$ cat src/rtl/buzzer_beep_scheduler_pkg.sv
// -----------------------------------------------------------------------------
// buzzer_beep_scheduler_pkg
//   Shared definitions for the buzzer beep scheduler slice:
//     - FSM state encodings (legacy numeric values kept)
//     - default timing constants for a 50 MHz CLK
//     - width helpers used to size counters from parameters
// -----------------------------------------------------------------------------
package buzzer_beep_scheduler_pkg;

    // FSM state encodings
    localparam logic [1:0] IDLE     = 2'd0;
    localparam logic [1:0] BEEP_ON  = 2'd1;
    localparam logic [1:0] BEEP_OFF = 2'd2;
    localparam logic [1:0] GAP      = 2'd3;

    // Default timing at 50 MHz
    localparam int unsigned DEF_NUM_REQ    = 4;
    localparam int unsigned DEF_ON_CYCLES  = 5000000;   // 100 ms beep
    localparam int unsigned DEF_OFF_CYCLES = 5000000;   // 100 ms pause
    localparam int unsigned DEF_GAP_CYCLES = 10000000;  // 200 ms gap
    localparam int unsigned DEF_TONE_DIV   = 12500;     // 2 kHz tone

    // Counter width able to hold 0..v-1, never narrower than one bit
    function automatic int unsigned cnt_width(input int unsigned v);
        return (v <= 1) ? 1 : $clog2(v);
    endfunction

    function automatic int unsigned max3(input int unsigned a,
                                         input int unsigned b,
                                         input int unsigned c);
        int unsigned m;
        m = (a > b) ? a : b;
        return (m > c) ? m : c;
    endfunction

endpackage

$ cat src/rtl/buzzer_tone_gen.sv
// -----------------------------------------------------------------------------
// buzzer_tone_gen
//   Square-wave tone divider for the buzzer. While En is high the divider
//   counts 0..TONE_DIV-1 and toggles Tone at the terminal count. While En is
//   low the divider and Tone are forced to 0 so every beep starts low.
//
// Ports:
//   CLK   in   system clock, rising edge
//   RST   in   synchronous active-high reset
//   En    in   tone enable (beep-on window)
//   Tone  out  tone register
// -----------------------------------------------------------------------------
module buzzer_tone_gen
    import buzzer_beep_scheduler_pkg::*;
#(
    parameter int unsigned TONE_DIV = DEF_TONE_DIV
) (
    input  logic CLK,
    input  logic RST,
    input  logic En,
    output logic Tone
);

    localparam int unsigned          DIV_W    = cnt_width(TONE_DIV);
    localparam logic [DIV_W-1:0]     DIV_LAST = DIV_W'(TONE_DIV - 1);
    localparam logic [DIV_W-1:0]     DIV_ONE  = DIV_W'(1);

    logic [DIV_W-1:0] div_cnt;

    always_ff @(posedge CLK) begin
        if (RST || !En) begin
            div_cnt <= '0;
            Tone    <= 1'b0;
        end else if (div_cnt == DIV_LAST) begin
            div_cnt <= '0;
            Tone    <= ~Tone;
        end else begin
            div_cnt <= div_cnt + DIV_ONE;
        end
    end

endmodule

$ cat src/rtl/buzzer_beep_scheduler.sv
// -----------------------------------------------------------------------------
// buzzer_beep_scheduler
//   Shares one board buzzer between NUM_REQ key-event requesters. Each request
//   pulse is latched as pending; pending requesters are granted round-robin.
//   A grant to index g plays g+1 beeps (ON window, OFF window between beeps)
//   followed by a silence GAP. Sequences are never preempted.
//
// Ports:
//   CLK        in   system clock, rising edge
//   RST        in   synchronous active-high reset
//   Req_Sig    in   [NUM_REQ] request pulses, sampled every edge
//   Buzz_En    out  high during beep-on windows
//   Buzz_Out   out  tone to buzzer pin (Buzz_En & tone register)
//   Busy       out  high whenever the FSM is not IDLE
//   Grant_Vld  out  one-cycle pulse on the first BEEP_ON cycle of a sequence
//   Grant_Idx  out  [clog2(NUM_REQ)] current / last granted requester
// -----------------------------------------------------------------------------
module buzzer_beep_scheduler
    import buzzer_beep_scheduler_pkg::*;
#(
    parameter int unsigned NUM_REQ    = DEF_NUM_REQ,
    parameter int unsigned ON_CYCLES  = DEF_ON_CYCLES,
    parameter int unsigned OFF_CYCLES = DEF_OFF_CYCLES,
    parameter int unsigned GAP_CYCLES = DEF_GAP_CYCLES,
    parameter int unsigned TONE_DIV   = DEF_TONE_DIV
) (
    input  logic                       CLK,
    input  logic                       RST,
    input  logic [NUM_REQ-1:0]         Req_Sig,
    output logic                       Buzz_En,
    output logic                       Buzz_Out,
    output logic                       Busy,
    output logic                       Grant_Vld,
    output logic [$clog2(NUM_REQ)-1:0] Grant_Idx
);

    localparam int unsigned IDX_W  = $clog2(NUM_REQ);
    localparam int unsigned TMR_W  = cnt_width(max3(ON_CYCLES, OFF_CYCLES, GAP_CYCLES));
    localparam int unsigned BCNT_W = cnt_width(NUM_REQ + 1);

    localparam logic [TMR_W-1:0]   ON_LOAD  = TMR_W'(ON_CYCLES - 1);
    localparam logic [TMR_W-1:0]   OFF_LOAD = TMR_W'(OFF_CYCLES - 1);
    localparam logic [TMR_W-1:0]   GAP_LOAD = TMR_W'(GAP_CYCLES - 1);
    localparam logic [TMR_W-1:0]   TMR_ONE  = TMR_W'(1);
    localparam logic [BCNT_W-1:0]  BCNT_ONE = BCNT_W'(1);
    localparam logic [IDX_W-1:0]   IDX_ONE  = IDX_W'(1);
    localparam logic [IDX_W-1:0]   IDX_LAST = IDX_W'(NUM_REQ - 1);
    localparam logic [NUM_REQ-1:0] REQ_ONE  = NUM_REQ'(1);

    logic [1:0]         state;
    logic [NUM_REQ-1:0] pend;
    logic [IDX_W-1:0]   rr_ptr;
    logic [TMR_W-1:0]   timer;
    logic [BCNT_W-1:0]  beep_cnt;

    logic               pick_vld;
    logic [IDX_W-1:0]   pick_idx;
    logic               grant_now;
    logic [NUM_REQ-1:0] clr_mask;
    logic               tone;

    // Round-robin search: first pending bit at or above rr_ptr, wrapping.
    always_comb begin
        int unsigned      cand;
        logic [IDX_W-1:0] cand_idx;
        pick_vld = 1'b0;
        pick_idx = '0;
        cand     = 0;
        cand_idx = '0;
        for (int unsigned k = 0; k < NUM_REQ; k++) begin
            cand = 32'(rr_ptr) + k;
            if (cand >= NUM_REQ) begin
                cand = cand - NUM_REQ;
            end
            cand_idx = IDX_W'(cand);
            if (!pick_vld && pend[cand_idx]) begin
                pick_vld = 1'b1;
                pick_idx = cand_idx;
            end
        end
    end

    assign grant_now = (state == IDLE) && pick_vld;
    assign clr_mask  = grant_now ? (REQ_ONE << pick_idx) : '0;

    // Clear before set so a request arriving on its own grant edge survives.
    always_ff @(posedge CLK) begin
        if (RST) begin
            pend <= '0;
        end else begin
            pend <= (pend & ~clr_mask) | Req_Sig;
        end
    end

    always_ff @(posedge CLK) begin
        if (RST) begin
            state     <= IDLE;
            rr_ptr    <= '0;
            timer     <= '0;
            beep_cnt  <= '0;
            Grant_Idx <= '0;
            Grant_Vld <= 1'b0;
        end else begin
            Grant_Vld <= grant_now;
            case (state)
                IDLE: begin
                    if (pick_vld) begin
                        Grant_Idx <= pick_idx;
                        beep_cnt  <= BCNT_W'(pick_idx) + BCNT_ONE;
                        rr_ptr    <= (pick_idx == IDX_LAST) ? '0 : pick_idx + IDX_ONE;
                        timer     <= ON_LOAD;
                        state     <= BEEP_ON;
                    end
                end
                BEEP_ON: begin
                    if (timer == '0) begin
                        beep_cnt <= beep_cnt - BCNT_ONE;
                        if (beep_cnt == BCNT_ONE) begin
                            timer <= GAP_LOAD;
                            state <= GAP;
                        end else begin
                            timer <= OFF_LOAD;
                            state <= BEEP_OFF;
                        end
                    end else begin
                        timer <= timer - TMR_ONE;
                    end
                end
                BEEP_OFF: begin
                    if (timer == '0) begin
                        timer <= ON_LOAD;
                        state <= BEEP_ON;
                    end else begin
                        timer <= timer - TMR_ONE;
                    end
                end
                GAP: begin
                    if (timer == '0) begin
                        state <= IDLE;
                    end else begin
                        timer <= timer - TMR_ONE;
                    end
                end
                default: state <= IDLE;
            endcase
        end
    end

    assign Buzz_En = (state == BEEP_ON);
    assign Busy    = (state != IDLE);

    buzzer_tone_gen #(
        .TONE_DIV (TONE_DIV)
    ) u_tone (
        .CLK  (CLK),
        .RST  (RST),
        .En   (Buzz_En),
        .Tone (tone)
    );

    assign Buzz_Out = Buzz_En & tone;

endmodule

$ cat config.mk
export PLATFORM = sky130hd
export DESIGN_NAME = buzzer_beep_scheduler
export DESIGN_NICKNAME = d
export VERILOG_FILES = /design/src/rtl/buzzer_beep_scheduler_pkg.sv /design/src/rtl/buzzer_tone_gen.sv /design/src/rtl/buzzer_beep_scheduler.sv
export SDC_FILE = /design/constraint.sdc
export NUM_CORES = 1
export LEC_CHECK = 0
export CORE_MARGIN = 2
export CORE_UTILIZATION = 55
export CTS_CLUSTER_SIZE = 12
export DETAILED_ROUTE_END_ITERATION = 6
export PLACE_DENSITY = 0.73
export SYNTH_ARGS = -nofsm -noshare
export SYNTH_HDL_FRONTEND = slang
export SYNTH_SLANG_ARGS = --single-unit
$ cat constraint.sdc
create_clock -name CLK -period 5.4 [get_ports CLK]
set_clock_uncertainty 0.2 [all_clocks]
set_input_delay 0.81 -clock CLK [delete_from_list [all_inputs] [get_ports CLK]]
set_output_delay 0.81 -clock CLK [all_outputs]
set_load 0.05 [all_outputs]
# Word level (Yosys, flattened, before mapping)
# Index checks and enable logic that the tools add are counted.
# W data, S select, Z words.
# totals
output_inout_bits,6
inputBits,6
register_bits,53
# op_classes
n_lt_le_gt_ge,8
eq_ne,11
n_bitwise,5
muxes,37
reduce_logical,18
addsub,12
shift,1
# ops
operator,count
$mux W24,5
$pmux W24 S4,1
$mux W2,13
$logic_not A24 Y1,1
$sub A24 B1 Y24 const B,1
$add A14 B1 Y14 const B,1
$eq A14 B14 Y1 const B,1
$lt A2 B3 Y1 const B,4
$ge A3 B3 Y1 const B,3
$mux W1,9
$bmux W1 S2,4
$ne A2 B2 Y1 const B,4
$pmux W2 S4,1
$sub A2 B1 Y2 const B,4
$add A2 B1 Y3 const B,2
$add A2 B2 Y3 const B,2
$eq A2 B2 Y1 const B,3
$mux W3,2
$pmux W3 S2,1
$and A4 B4 Y4,1
$logic_and A1 B1 Y1,4
$logic_not A1 Y1,4
$mux W4,1
$not A4 Y4,1
17 further kinds,19

# Logic depth before layout (Yosys ltp)
# Gate-level depths: netlist (run 1).
# logic_depth
ltp_word,19
mapped_depth,10

# Hierarchy
# Synthesis (run 1) repeated with hierarchy kept, for this count alone.
# unflattened
cells_unflattened,360
hier_area_um2,2911.5
# by_module_without_submodules
mod,cells_each,area_per_inst_um2,seq_area_each_um2,instances
buzzer_beep_scheduler,284,2243.4,760.7,1
buzzer_tone_gen,76,668.1,300.3,1

# Least setup slack after synthesis (run 1)
# Ideal clock, no wire load.
# synth_path
path_type,reg-to-reg
start,reg timer[0]
end,reg timer[15]
slack_ns,2.822
arrival_time_ns,2.297
path_buffers,3
setup_ns,0.081
period_less_slack_ns,2.578
path_stages_with_launch,11
required_time_ns,5.119
path_cell_list,dfxtp_1 -> inv_1 -> ha_1 -> or4b_1 -> buf_2 -> or4_4 -> o21ai_4 -> buf_6 -> buf_12 -> nand2_1 -> a41oi_1
# synth_via
elab_chain_len,3
word_cells_on_any_way,8
cone_classes,add/sub: 1; eq/ne: 1; mux: 4; reduce/logical: 2
# synth_lines
element,line_no,rtl
from (decl),buzzer_beep_scheduler.sv:53,logic [TMR_W-1:0] timer;
from (signal assigned),buzzer_beep_scheduler.sv:126,timer <= timer - TMR_ONE;
from (signal assigned),buzzer_beep_scheduler.sv:134,timer <= timer - TMR_ONE;
from (signal assigned),buzzer_beep_scheduler.sv:141,timer <= timer - TMR_ONE;
$sub A24 B1 Y24 or $logic_not A24 Y1 (tied branches),-,
$mux W24 (tied with other cells),buzzer_beep_scheduler.sv:138,if (timer == '0) begin
$pmux W24 S4 or $reduce_and A2 Y1 (tied branches),-,
# Several ways; a longest one is shown, not always the timed one. The select of a mux whose other input is x is not followed.
# A chain may end at the register's enable or synchronous reset.

# Final worst setup path (run 1)
# layout_path
start,reg state[0]
end,out Busy
# layout_via
elab_chain_len,1
# layout_lines
element,line_no,rtl
from (decl),buzzer_beep_scheduler.sv:50,logic [1:0] state;
from (signal assigned),buzzer_beep_scheduler.sv:97,state <= IDLE;
from (signal assigned),buzzer_beep_scheduler.sv:112,state <= BEEP_ON;
from (signal assigned),buzzer_beep_scheduler.sv:120,state <= GAP;
$reduce_bool A2 Y1,buzzer_beep_scheduler.sv:150,assign Busy = (state != IDLE);
to (decl),buzzer_beep_scheduler.sv:32,"output logic Busy,"
# Every way passes these cells.

==> summary.md, run 1 <==
| Metric | Value |
|---|---|
| Final worst slack | `1.89 ns` |
| CTS buffer count | `5` |
| CTS sink cnt | `53` |
| Slowest CP cell | `clkdlybuf4s50_1` |
| FMAX | `285 MHz` |
| CP required | `4.39 ns` |
| Yosys warns | `0` |
| Detailed Routing Iterations Pass 1 | `5` |
| Routed via count | `2907` |
| Worst-Skew Late Latency | `0.31 ns` |
| # diodes | `0` |
| Global-route wire length before repair | `13000 um` |
| Async S/R FF share, synth | `0%` |
| DRT antenna net count | `0` |
| Register area | `1060 um2` |
| Clock power share | `23.7%` |
| Avg WL per Cell | `17.1 um` |
| Fin Setup TNS | `0 ns` |
| Largest cells by area after synthesis | `dfxtp_1, nor2_1, a21oi_1` |
| Cts repair resizes | `0` |
| Post-Place Cells | `447` |
| Clock Pin Slew Worst Setup and Hold Paths | `0.11 ns` |
| Count of cell types in the netlist | `58` |
| # Post-CTS Setup Buffers | `0` |
| Area occupied by multi-input gates | `1810 um2` |
| CTS Root Cell | `clkbuf_8` |
| Fin crit period | `3.51 ns` |
| Synth cell count leaders | `dfxtp_1, nor2_1, nand2_1, a21oi_1, nand3_1` |
| Clk buf depth | `2` |
| Post-synth net total | `396` |
| Startpoint Class | `flip-flop` |
| CP delay by family, top | `buffers and inverters` |
| Final Non-Filler Cells | `455` |
| H-tree depth | `2` |
| Port bufs | `11` |
| Row count | `27` |
| Die Ht | `78.3 um` |
| Antenna violations before repair | `0` |
| Crit path kind | `reg -> out` |
| Arr. time, crit path | `2.50 ns` |
| CTS tree | `done` |
| Slew @ Worst Pin | `0.915 ns` |
| CP bufs+invs | `2` |
| I/O pin cnt | `12` |
| Top_reg_cell synth | `dfxtp_1` |
| Die Width | `78.3 um` |
| Worst slew margin | `38.4%` |
| Layout cells sized above 1 | `4.18%` |
| Fill count | `508` |
| Final period util | `64.9%` |
| Core area | `5410 um2` |
| Grt total ovfl | `0` |
| Largest stage delay on the critical path | `0.77 ns` |
| Gpl congestion | `0.922` |
| Pwr/cell area | `313 nW/um2` |
| Crit-path cells | `nor2_1 -> inv_1 -> clkdlybuf4s50_1` |
| Reg power frac | `46.9%` |
| DR iter-0 viols | `371` |
| Syn Inst Count | `381` |
| Post-synthesis cell area | `3030 um2` |
| Dpl ws | `2.23 ns` |
| Initial Utilization | `56.1%` |
| # setup viols final | `0` |
| Pins Over Slew Limit | `0` |
| DP Wirelength | `5380 um` |
| Nets | `397` |
| Combinational share of power | `29.3%` |
| Cell accounting for the most synthesized area | `dfxtp_1` |
| # hold bufs at CTS | `0` |
| Peak supply drop | `0.241 mV` |
| Internal power | `626 uW` |
| Max-cap violations | `0` |
| Crit end category | `output pin` |
| Switching pwr | `386 uW` |
| Count leader, synth | `dfxtp_1` |
| Switching share of total power | `38.1%` |
| Synth-to-Final Area Change | `6.77%` |
| Vias in the first global route | `2616` |
| WL final | `7780 um` |
| P_leak | `0.00108 uW` |
| Routed vias/inst | `6.39` |
| CP Max Fanout | `12` |
| Status | `finished clean` |
| Post-synthesis sequential area ratio | `35.0%` |
| Synth top area share | `35.0%` |
| Area of the die | `6120 um2` |
| # DRC | `0` |
| Total GRT Usage | `26.4%` |
| Tightest Hold Check Type | `reg -> reg` |
| Syn Area/Cell | `7.96 um2` |
| EDFF count, synth | `0` |
| Yosys reg bits | `53` |
| Fin. Hold Viols | `0` |
| Unrepaired setup endpoints after global routing | `no` |
| Largest net degree at the start of global routing | `35` |
-- tightest hold or removal path, stage by stage, from the launching register on --
cell     delay, ns
dfxtp_1       0.32
nand2_1       0.05
a21oi_1       0.06
-- cell type report --
cell class                 instances  share of cell area (%)
clock buffer                       5                    2.13
timing repair buffer              13                    3.86
inverter                          15                    1.74
sequential                        53                    32.8
tap                               72                    2.78
clock inverter                     3                   0.773
multi-input combinational        294                    56.0
-- cells by family after synthesis --
group / Yosys count / synth area share, %
compound gates: 95 / 20.9
fa+ha+maj: 9 / 3.71
flops: 53 / 35.0
mux: 2 / 0.743
buf+inv: 34 / 5.28
simple gates: 171 / 29.5
xor+xnor: 17 / 4.91
-- cell usage in the layout, fill, tap and decap left out, drive strengths merged, types with 5 or more instances in the layout --
cell,Yosys,final
a21oi,26,26
clkbuf,15,5
clkdlybuf4s50,0,11
dfxtp,53,53
ha,9,9
inv,15,17
nand2,30,30
nand2b,8,8
nand3,19,19
nand4,9,9
nor2,41,41
nor3,16,16
nor4,9,9
o211ai,8,8
o21ai,20,20
o311ai,5,5
or3,13,13
or4,8,8
xnor2,8,8
xor2,9,9
-- worst paths after layout --
check | startpoint | to | slack [ns] | cells after the start
worst max-delay path | state[0] | Busy | 1.89 | 3
worst min-delay path | Grant_Idx[0] | Grant_Idx[0] | 0.27 | 2
worst max register to register | timer[14] | timer[3] | 2.07 | 5
worst min register to register | Grant_Idx[0] | Grant_Idx[0] | 0.27 | 2
-- metal layers --
layer | routed length, um | vias to the layer above | global-route usage (%)
li1 | - | 1410 | -
met1 | 3640 | 1354 | 38.7
met2 | 3410 | 125 | 39.1
met3 | 578 | 18 | 4.71
met4 | 144 | 0 | 8.95
met5 | 0 | - | 0
-- power by group through the flow --
stage | combinational (uW) | clock, uW | sequential [uW]
global route | 329 | 255 | 482
global placement | 290 | 0 | 481
detailed placement | 288 | 0 | 483
CTS | 290 | 245 | 474
finish | 297 | 240 | 475
floorplan | 224 | 0 | 475
-- stage by stage --
stage / utilization [%] / instance area (um2) / hold slack, ns / total power [uW]
floorplan: - / 3030 / 0.241 / 699
global placement: 58.2 / 3140 / 0.248 / 771
detailed placement: 58.2 / 3140 / 0.254 / 771
CTS: 59.9 / 3240 / 0.274 / 1010
global route: 59.9 / 3240 / 0.284 / 1070
finish: 59.9 / 3240 / 0.270 / 1010
-- state kept, by name, summed over array words and instances (netlist names) --
| signal | cells |
|---|---|
| rr_ptr | 2 |
| pend | 4 |
| state | 2 |
| Grant_Idx | 2 |
| timer | 24 |
| u_tone.Tone | 1 |
| Grant_Vld | 1 |
| beep_cnt | 3 |
| u_tone.div_cnt | 14 |
Power figures use the tool's default switching activity.
==> run 2, diff against run 1 <==
--- a/config.mk
+++ b/config.mk
@@ -9,7 +9,7 @@
 export CORE_UTILIZATION = 55
 export CTS_CLUSTER_SIZE = 12
 export DETAILED_ROUTE_END_ITERATION = 6
-export PLACE_DENSITY = 0.73
+export PLACE_DENSITY = 0.76
 export SYNTH_ARGS = -nofsm -noshare
 export SYNTH_HDL_FRONTEND = slang
 export SYNTH_SLANG_ARGS = --single-unit
==> constraint.sdc (replaced) <==
create_clock -name CLK -period 3.1 [get_ports CLK]
set_clock_uncertainty 0.2 [all_clocks]
set_input_delay 0.465 -clock CLK [delete_from_list [all_inputs] [get_ports CLK]]
set_output_delay 0.465 -clock CLK [all_outputs]
set_load 0.05 [all_outputs]
==> summary.md, run 2 (synthesized netlist as in run 1, its figures left out) <==
| Metric | Value |
|---|---|
| Status | `finished clean (unchanged)` |
| Reg power frac | `46.3% (was 46.9%)` |
| Commonest non-fill, non-tap cells in the layout | `dfxtp_1, nor2_1, nand2_1 (unchanged)` |
| Die Width | `78.3 um (unchanged)` |
| Reg with most FFs | `timer (unchanged)` |
| Tightest Hold Check Type | `reg -> reg (unchanged)` |
| Crit path kind | `reg -> reg (was reg -> out)` |
| Clk buf depth | `2 (unchanged)` |
| Switching share of total power | `37.7% (was 38.1%)` |
| Hold Slack | `0.262 ns (was 0.270 ns)` |
| DRT antenna net count | `0 (unchanged)` |
| Slowest CP cell | `or4_4 (was clkdlybuf4s50_1)` |
| Max FFs per register | `24 (unchanged)` |
| CTS tree | `done (unchanged)` |
| Startpoint Class | `flip-flop (unchanged)` |
| # Post-CTS Setup Buffers | `0 (unchanged)` |
| Avg WL per Cell | `16.5 um (was 17.1 um)` |
| Final period util | `91.3%` |
| Worst-Skew Late Latency | `0.31 ns (about the same)` |
| Grt total ovfl | `0 (unchanged)` |
| WL final | `7690 um (was 7780 um)` |
| Gpl congestion | `1.01 (was 0.922)` |
| RR Startpoint | `timer[0] (was timer[14])` |
| Fill count | `513 (was 508)` |
| Clock power share | `23.1% (was 23.7%)` |
| Arr. time, crit path | `2.88 ns (was 2.50 ns)` |
| Internal power | `1110 uW (was 626 uW)` |
| Global-route wire length before repair | `13400 um (was 13000 um)` |
| Worst slew margin | `38.2% (was 38.4%)` |
| Area of the die | `6120 um2 (unchanged)` |
| Cts repair resizes | `0 (unchanged)` |
| Total GRT Usage | `27.2% (was 26.4%)` |
| I/O pin cnt | `12 (unchanged)` |
| Core area | `5410 um2 (unchanged)` |
| Max-cap violations | `0 (unchanged)` |
| # setup viols final | `0 (unchanged)` |
| Crit path from | `timer[0] (was state[0])` |
| # hold bufs at CTS | `0 (unchanged)` |
| CTS sink cnt | `53 (unchanged)` |
| Pwr/cell area | `537 nW/um2 (was 313 nW/um2)` |
| Largest net degree at the start of global routing | `27 (was 35)` |
| Antenna violations before repair | `0 (unchanged)` |
| Peak supply drop | `0.368 mV (was 0.241 mV)` |
| Fin crit period | `2.83 ns` |
| Routed via count | `2906 (was 2907)` |
| Switching pwr | `674 uW (was 386 uW)` |
| Fin. Hold Viols | `0 (unchanged)` |
| # DRC | `0 (unchanged)` |
| CP Max Fanout | `26 (was 12)` |
| Largest stage delay on the critical path | `0.56 ns (was 0.77 ns)` |
| Pins Over Slew Limit | `0 (unchanged)` |
| Crit-path cells | `inv_1 -> ha_1 -> or4b_1 -> or4_4 -> o21ai_4 -> o21ai_0 -> a31oi_1 (was nor2_1 -> inv_1 -> clkdlybuf4s50_1)` |
| Vias in the first global route | `2794 (was 2616)` |
| Fin Setup TNS | `0 ns (unchanged)` |
| Unrepaired setup endpoints after global routing | `no (unchanged)` |
| Die Ht | `78.3 um (unchanged)` |
| DR iter-0 viols | `246 (was 371)` |
| H-tree depth | `2 (unchanged)` |
| P_leak | `0.00114 uW (was 0.00108 uW)` |
| Nets | `409 (was 397)` |
| CP required | `3.15 ns (was 4.39 ns)` |
| Routed vias/inst | `6.22 (was 6.39)` |
| FMAX | `353 MHz` |
| CTS buffer count | `5 (unchanged)` |
| Row count | `27 (unchanged)` |
| Slew @ Worst Pin | `0.919 ns (was 0.915 ns)` |
| Layout cells sized above 1 | `7.09% (was 4.18%)` |
| Synth-to-Final Area Change | `9.74% (was 6.77%)` |
| Initial Utilization | `56.1% (unchanged)` |
| DP Wirelength | `5560 um (was 5380 um)` |
| Crit end category | `flip-flop (was output pin)` |
| Largest regs | `timer x24, u_tone.div_cnt x14, pend x4 (unchanged)` |
| Final Core Density | `61.6% (was 59.9%)` |
| Detailed Routing Iterations Pass 1 | `5 (unchanged)` |
| CTS Root Cell | `clkbuf_8 (unchanged)` |
| # diodes | `0 (unchanged)` |
| Clock Pin Slew Worst Setup and Hold Paths | `0.10 ns (was 0.11 ns)` |
| Hold Crit Start | `Grant_Idx[1] (was Grant_Idx[0])` |
| Port bufs | `11 (unchanged)` |
| Combinational share of power | `30.6% (was 29.3%)` |
| Commonest non-fill, non-tap cell in the layout | `dfxtp_1 (unchanged)` |
## run 2: power groups by stage
stage / combinational (uW) / sequential (uW) / clock [uW]
after floorplan: 390 / 828 / 0
after global placement: 525 / 838 / 0
after detailed placement: 533 / 839 / 0
after CTS: 535 / 825 / 423
after global routing: 606 / 841 / 447
final: 546 / 828 / 413
## run 2: critical path: cells and delay by family, from the launching register on
kind	cells	cell delay (ns)
AND/OR/NAND/NOR	2	1.04
AO/OA/AOI/OAI	3	0.89
flip-flops	1	0.36
buffers and inverters	1	0.10
adder cells (fa/ha/maj)	1	0.16
## run 2: cell type report
| type | count | area [um2] | share of cell area, % |
|---|---|---|---|
| Multi-Input combinational cell | 294 | 1810 | 54.4 |
| Tap cell | 72 | 90.1 | 2.71 |
| Clock buffer | 5 | 68.8 | 2.07 |
| Timing Repair Buffer | 25 | 215 | 6.47 |
| Sequential cell | 53 | 1060 | 31.9 |
| Clock inverter | 3 | 25.0 | 0.752 |
| Inverter | 15 | 56.3 | 1.69 |
## run 2: worst paths after layout
kind,slack [ns],end,depth (start not counted)
worst min-delay path,0.26,Grant_Idx[1],2
worst max register to register,0.27,timer[4],7
worst max-delay path,0.27,timer[4],7
worst min register to register,0.26,Grant_Idx[1],2
## run 2: layer usage
metal / share of wire, % / track usage, % / up-vias
li1: - / - / 1440
met1: 48 / 38.2 / 1342
met3: 6.5 / 5.29 / 19
met5: 0 / 0 / -
met2: 43 / 41.8 / 105
met4: 2.1 / 9.12 / 0
## run 2: through the flow
step / total power (uW) / cells / setup slack, ns / cell area, um2
6_report: 1790 / 467 / 0.271 / 3330
5_1_grt: 1890 / 467 / 0.128 / 3330
4_1_cts: 1780 / 467 / 0.291 / 3330
3_5_place_dp: 1370 / 459 / 0.305 / 3230
3_3_place_gp: 1360 / 459 / 0.358 / 3230
2_1_floorplan: 1220 / 381 / 0.522 / 3030
==> run 3, diff against run 2 <==
--- a/config.mk
+++ b/config.mk
@@ -5,11 +5,13 @@
 export SDC_FILE = /design/constraint.sdc
 export NUM_CORES = 1
 export LEC_CHECK = 0
+export ABC_CLOCK_PERIOD_IN_PS = 3100
 export CORE_MARGIN = 2
 export CORE_UTILIZATION = 55
 export CTS_CLUSTER_SIZE = 12
 export DETAILED_ROUTE_END_ITERATION = 6
 export PLACE_DENSITY = 0.76
+export RECOVER_POWER = 50
 export SYNTH_ARGS = -nofsm -noshare
 export SYNTH_HDL_FRONTEND = slang
 export SYNTH_SLANG_ARGS = --single-unit
==> summary.md, run 3 (synthesized netlist as in run 1, its figures left out) <==
| Metric | Value |
|---|---|
| Status | `finished clean (unchanged)` |
| Total GRT Usage | `27.2% (unchanged)` |
| # DRC | `0 (unchanged)` |
| Register area | `1060 um2 (unchanged)` |
| Grt total ovfl | `0 (unchanged)` |
| Layout cells sized above 1 | `6.33% (was 7.09%)` |
| Global-route wire length before repair | `13400 um (unchanged)` |
| Area occupied by multi-input gates | `1810 um2 (unchanged)` |
| Crit-path cells | `inv_1 -> ha_1 -> or4b_1 -> or4_4 -> o21ai_4 -> o21ai_0 -> a31oi_1 (unchanged)` |
| Fin crit period | `2.82 ns (was 2.83 ns)` |
| Die Width | `78.3 um (unchanged)` |
| Final Core Density | `61.4% (was 61.6%)` |
| Max FFs per register | `24 (unchanged)` |
| Arr. time, crit path | `2.87 ns (was 2.88 ns)` |
| Slowest CP cell | `or4_4 (unchanged)` |
| DR iter-0 viols | `305 (was 246)` |
| Hold path depth | `2 (unchanged)` |
| Commonest non-fill, non-tap cells in the layout | `dfxtp_1, nor2_1, nand2_1 (unchanged)` |
| Clk buf depth | `2 (unchanged)` |
| Final period util | `91.1% (was 91.3%)` |
| R2r setup slk | `0.28 ns (was 0.27 ns)` |
| Hold Crit Start | `Grant_Idx[1] (unchanged)` |
| Commonest non-fill, non-tap cell in the layout | `dfxtp_1 (unchanged)` |
| RR Startpoint | `timer[0] (unchanged)` |
| CP required | `3.15 ns (about the same)` |
| Clock Pin Slew Worst Setup and Hold Paths | `0.10 ns (about the same)` |
| Routed via count | `2930 (was 2906)` |
| CTS sink cnt | `53 (unchanged)` |
| CTS Root Cell | `clkbuf_8 (unchanged)` |
| Routed vias/inst | `6.27 (was 6.22)` |
| Pins Over Slew Limit | `0 (unchanged)` |
| Crit end category | `flip-flop (unchanged)` |
| Detailed Routing Iterations Pass 1 | `5 (unchanged)` |
| Fin Setup TNS | `0 ns (unchanged)` |
| Initial Utilization | `56.1% (unchanged)` |
| Max-cap violations | `0 (unchanged)` |
| Startpoint Class | `flip-flop (unchanged)` |
| Largest regs | `timer x24, u_tone.div_cnt x14, pend x4 (unchanged)` |
| Slew @ Worst Pin | `0.954 ns (was 0.919 ns)` |
| Worst slew margin | `35.7% (was 38.2%)` |
| H-tree depth | `2 (unchanged)` |
| Gpl congestion | `1.01 (unchanged)` |
| Post-route cell area | `3320 um2 (was 3330 um2)` |
| Fin. Hold Viols | `0 (unchanged)` |
| R2r endpoint | `timer[4] (unchanged)` |
| CTS buffer count | `5 (unchanged)` |
| Synth-to-Final Area Change | `9.36% (was 9.74%)` |
| Die Ht | `78.3 um (unchanged)` |
| Placed cell area | `3230 um2 (unchanged)` |
| Hold Slack | `0.258 ns (was 0.262 ns)` |
| Nets | `409 (unchanged)` |
| P_leak | `0.00113 uW (was 0.00114 uW)` |
| # Post-CTS Setup Buffers | `0 (unchanged)` |
| Tightest Hold Check Type | `reg -> reg (unchanged)` |
| # diodes | `0 (unchanged)` |
| Antenna violations before repair | `0 (unchanged)` |
| DP Wirelength | `5560 um (unchanged)` |
| I/O pin cnt | `12 (unchanged)` |
| # hold bufs at CTS | `0 (unchanged)` |
| Hold EP | `Grant_Idx[1] (unchanged)` |
| FMAX | `354 MHz (was 353 MHz)` |
| Peak supply drop | `0.363 mV (was 0.368 mV)` |
| Largest stage delay on the critical path | `0.56 ns (about the same)` |
| Crit path kind | `reg -> reg (unchanged)` |
| Largest net degree at the start of global routing | `27 (unchanged)` |
| Area of the die | `6120 um2 (unchanged)` |
| Post-Place Cells | `459 (unchanged)` |
| Worst-Skew Late Latency | `0.31 ns (about the same)` |
| CTS tree | `done (unchanged)` |
| Port bufs | `11 (unchanged)` |
| CP Max Fanout | `26 (unchanged)` |
| Vias in the first global route | `2794 (unchanged)` |
| Final Non-Filler Cells | `467 (unchanged)` |
| Pwr/cell area | `536 nW/um2 (was 537 nW/um2)` |
| Unrepaired setup endpoints after global routing | `no (unchanged)` |
| # setup viols final | `0 (unchanged)` |
| DRT antenna net count | `0 (unchanged)` |
| CP delay by family, top | `simple AND/OR/NAND/NOR gates (unchanged)` |
| Core area | `5410 um2 (unchanged)` |
| R2R depth | `7 (unchanged)` |
| WL final | `7710 um (was 7690 um)` |
| CP bufs+invs | `1 (unchanged)` |
| Fill count | `517 (was 513)` |
| Row count | `27 (unchanged)` |
| Avg WL per Cell | `16.5 um (about the same)` |
| Reg with most FFs | `timer (unchanged)` |
| Cts repair resizes | `0 (unchanged)` |
==> run 3: changes by cell type in the layout (fill, tap and decap cells not counted), sizes merged <==
| cell | previous run | this run |
|---|---|---|
| dlygate4sd3 | 0 | 3 |
| clkbuf | 5 | 8 |
| buf | 14 | 11 |
| clkdlybuf4s50 | 11 | 8 |
==> run 3: worst max path at each step <==
stage	startpoint	endpoint	slack [ns]	depth (start not counted)
final	timer[0]	timer[4]	0.28	7
after global routing	timer[16]	timer[19]	0.12	6
after CTS	timer[0]	timer[4]	0.29	7
after detailed placement	timer[0]	timer[9]	0.31	7
after global placement	timer[0]	timer[9]	0.36	7
after floorplan	timer[0]	timer[15]	0.52	10
==> run 3: worst register-to-register path, stage by stage (launching register included) <==
cell and delay, ns:
dfxtp_1 0.36, inv_1 0.10, ha_1 0.16, or4b_1 0.47
or4_4 0.57, o21ai_4 0.52, o21ai_0 0.20, a31oi_1 0.18
==> run 3: layout make-up <==
| cell class | instances | area share (%) |
|---|---|---|
| inverter | 15 | 1.70 |
| timing repair buffer | 25 | 6.15 |
| clock buffer | 5 | 2.07 |
| tap | 72 | 2.72 |
| multi-input combinational | 294 | 54.6 |
| sequential | 53 | 32.0 |
| clock inverter | 3 | 0.754 |
==> run 3: through the flow <==
| step | setup slack [ns] | total power, uW |
|---|---|---|
| CTS | 0.291 | 1780 |
| global route | 0.125 | 1890 |
| finish | 0.277 | 1780 |
| detailed placement | 0.305 | 1370 |
| global placement | 0.358 | 1360 |
| floorplan | 0.522 | 1220 |
==> run 3: power by group <==
part / switching (uW) / total (uW) / internal [uW]
Clock: 250 / 413 / 164
Combinational: 340 / 538 / 198
Sequential: 82.7 / 827 / 745
Total: 673 / 1780 / 1110
==> run 3: routing by layer <==
metal | global-route usage [%] | vias up | wire length [um]
met4 | 9.12 | 0 | 123
met1 | 38.2 | 1352 | 3670
li1 | - | 1434 | -
met2 | 41.8 | 122 | 3330
met3 | 5.29 | 22 | 589
met5 | 0 | - | 0
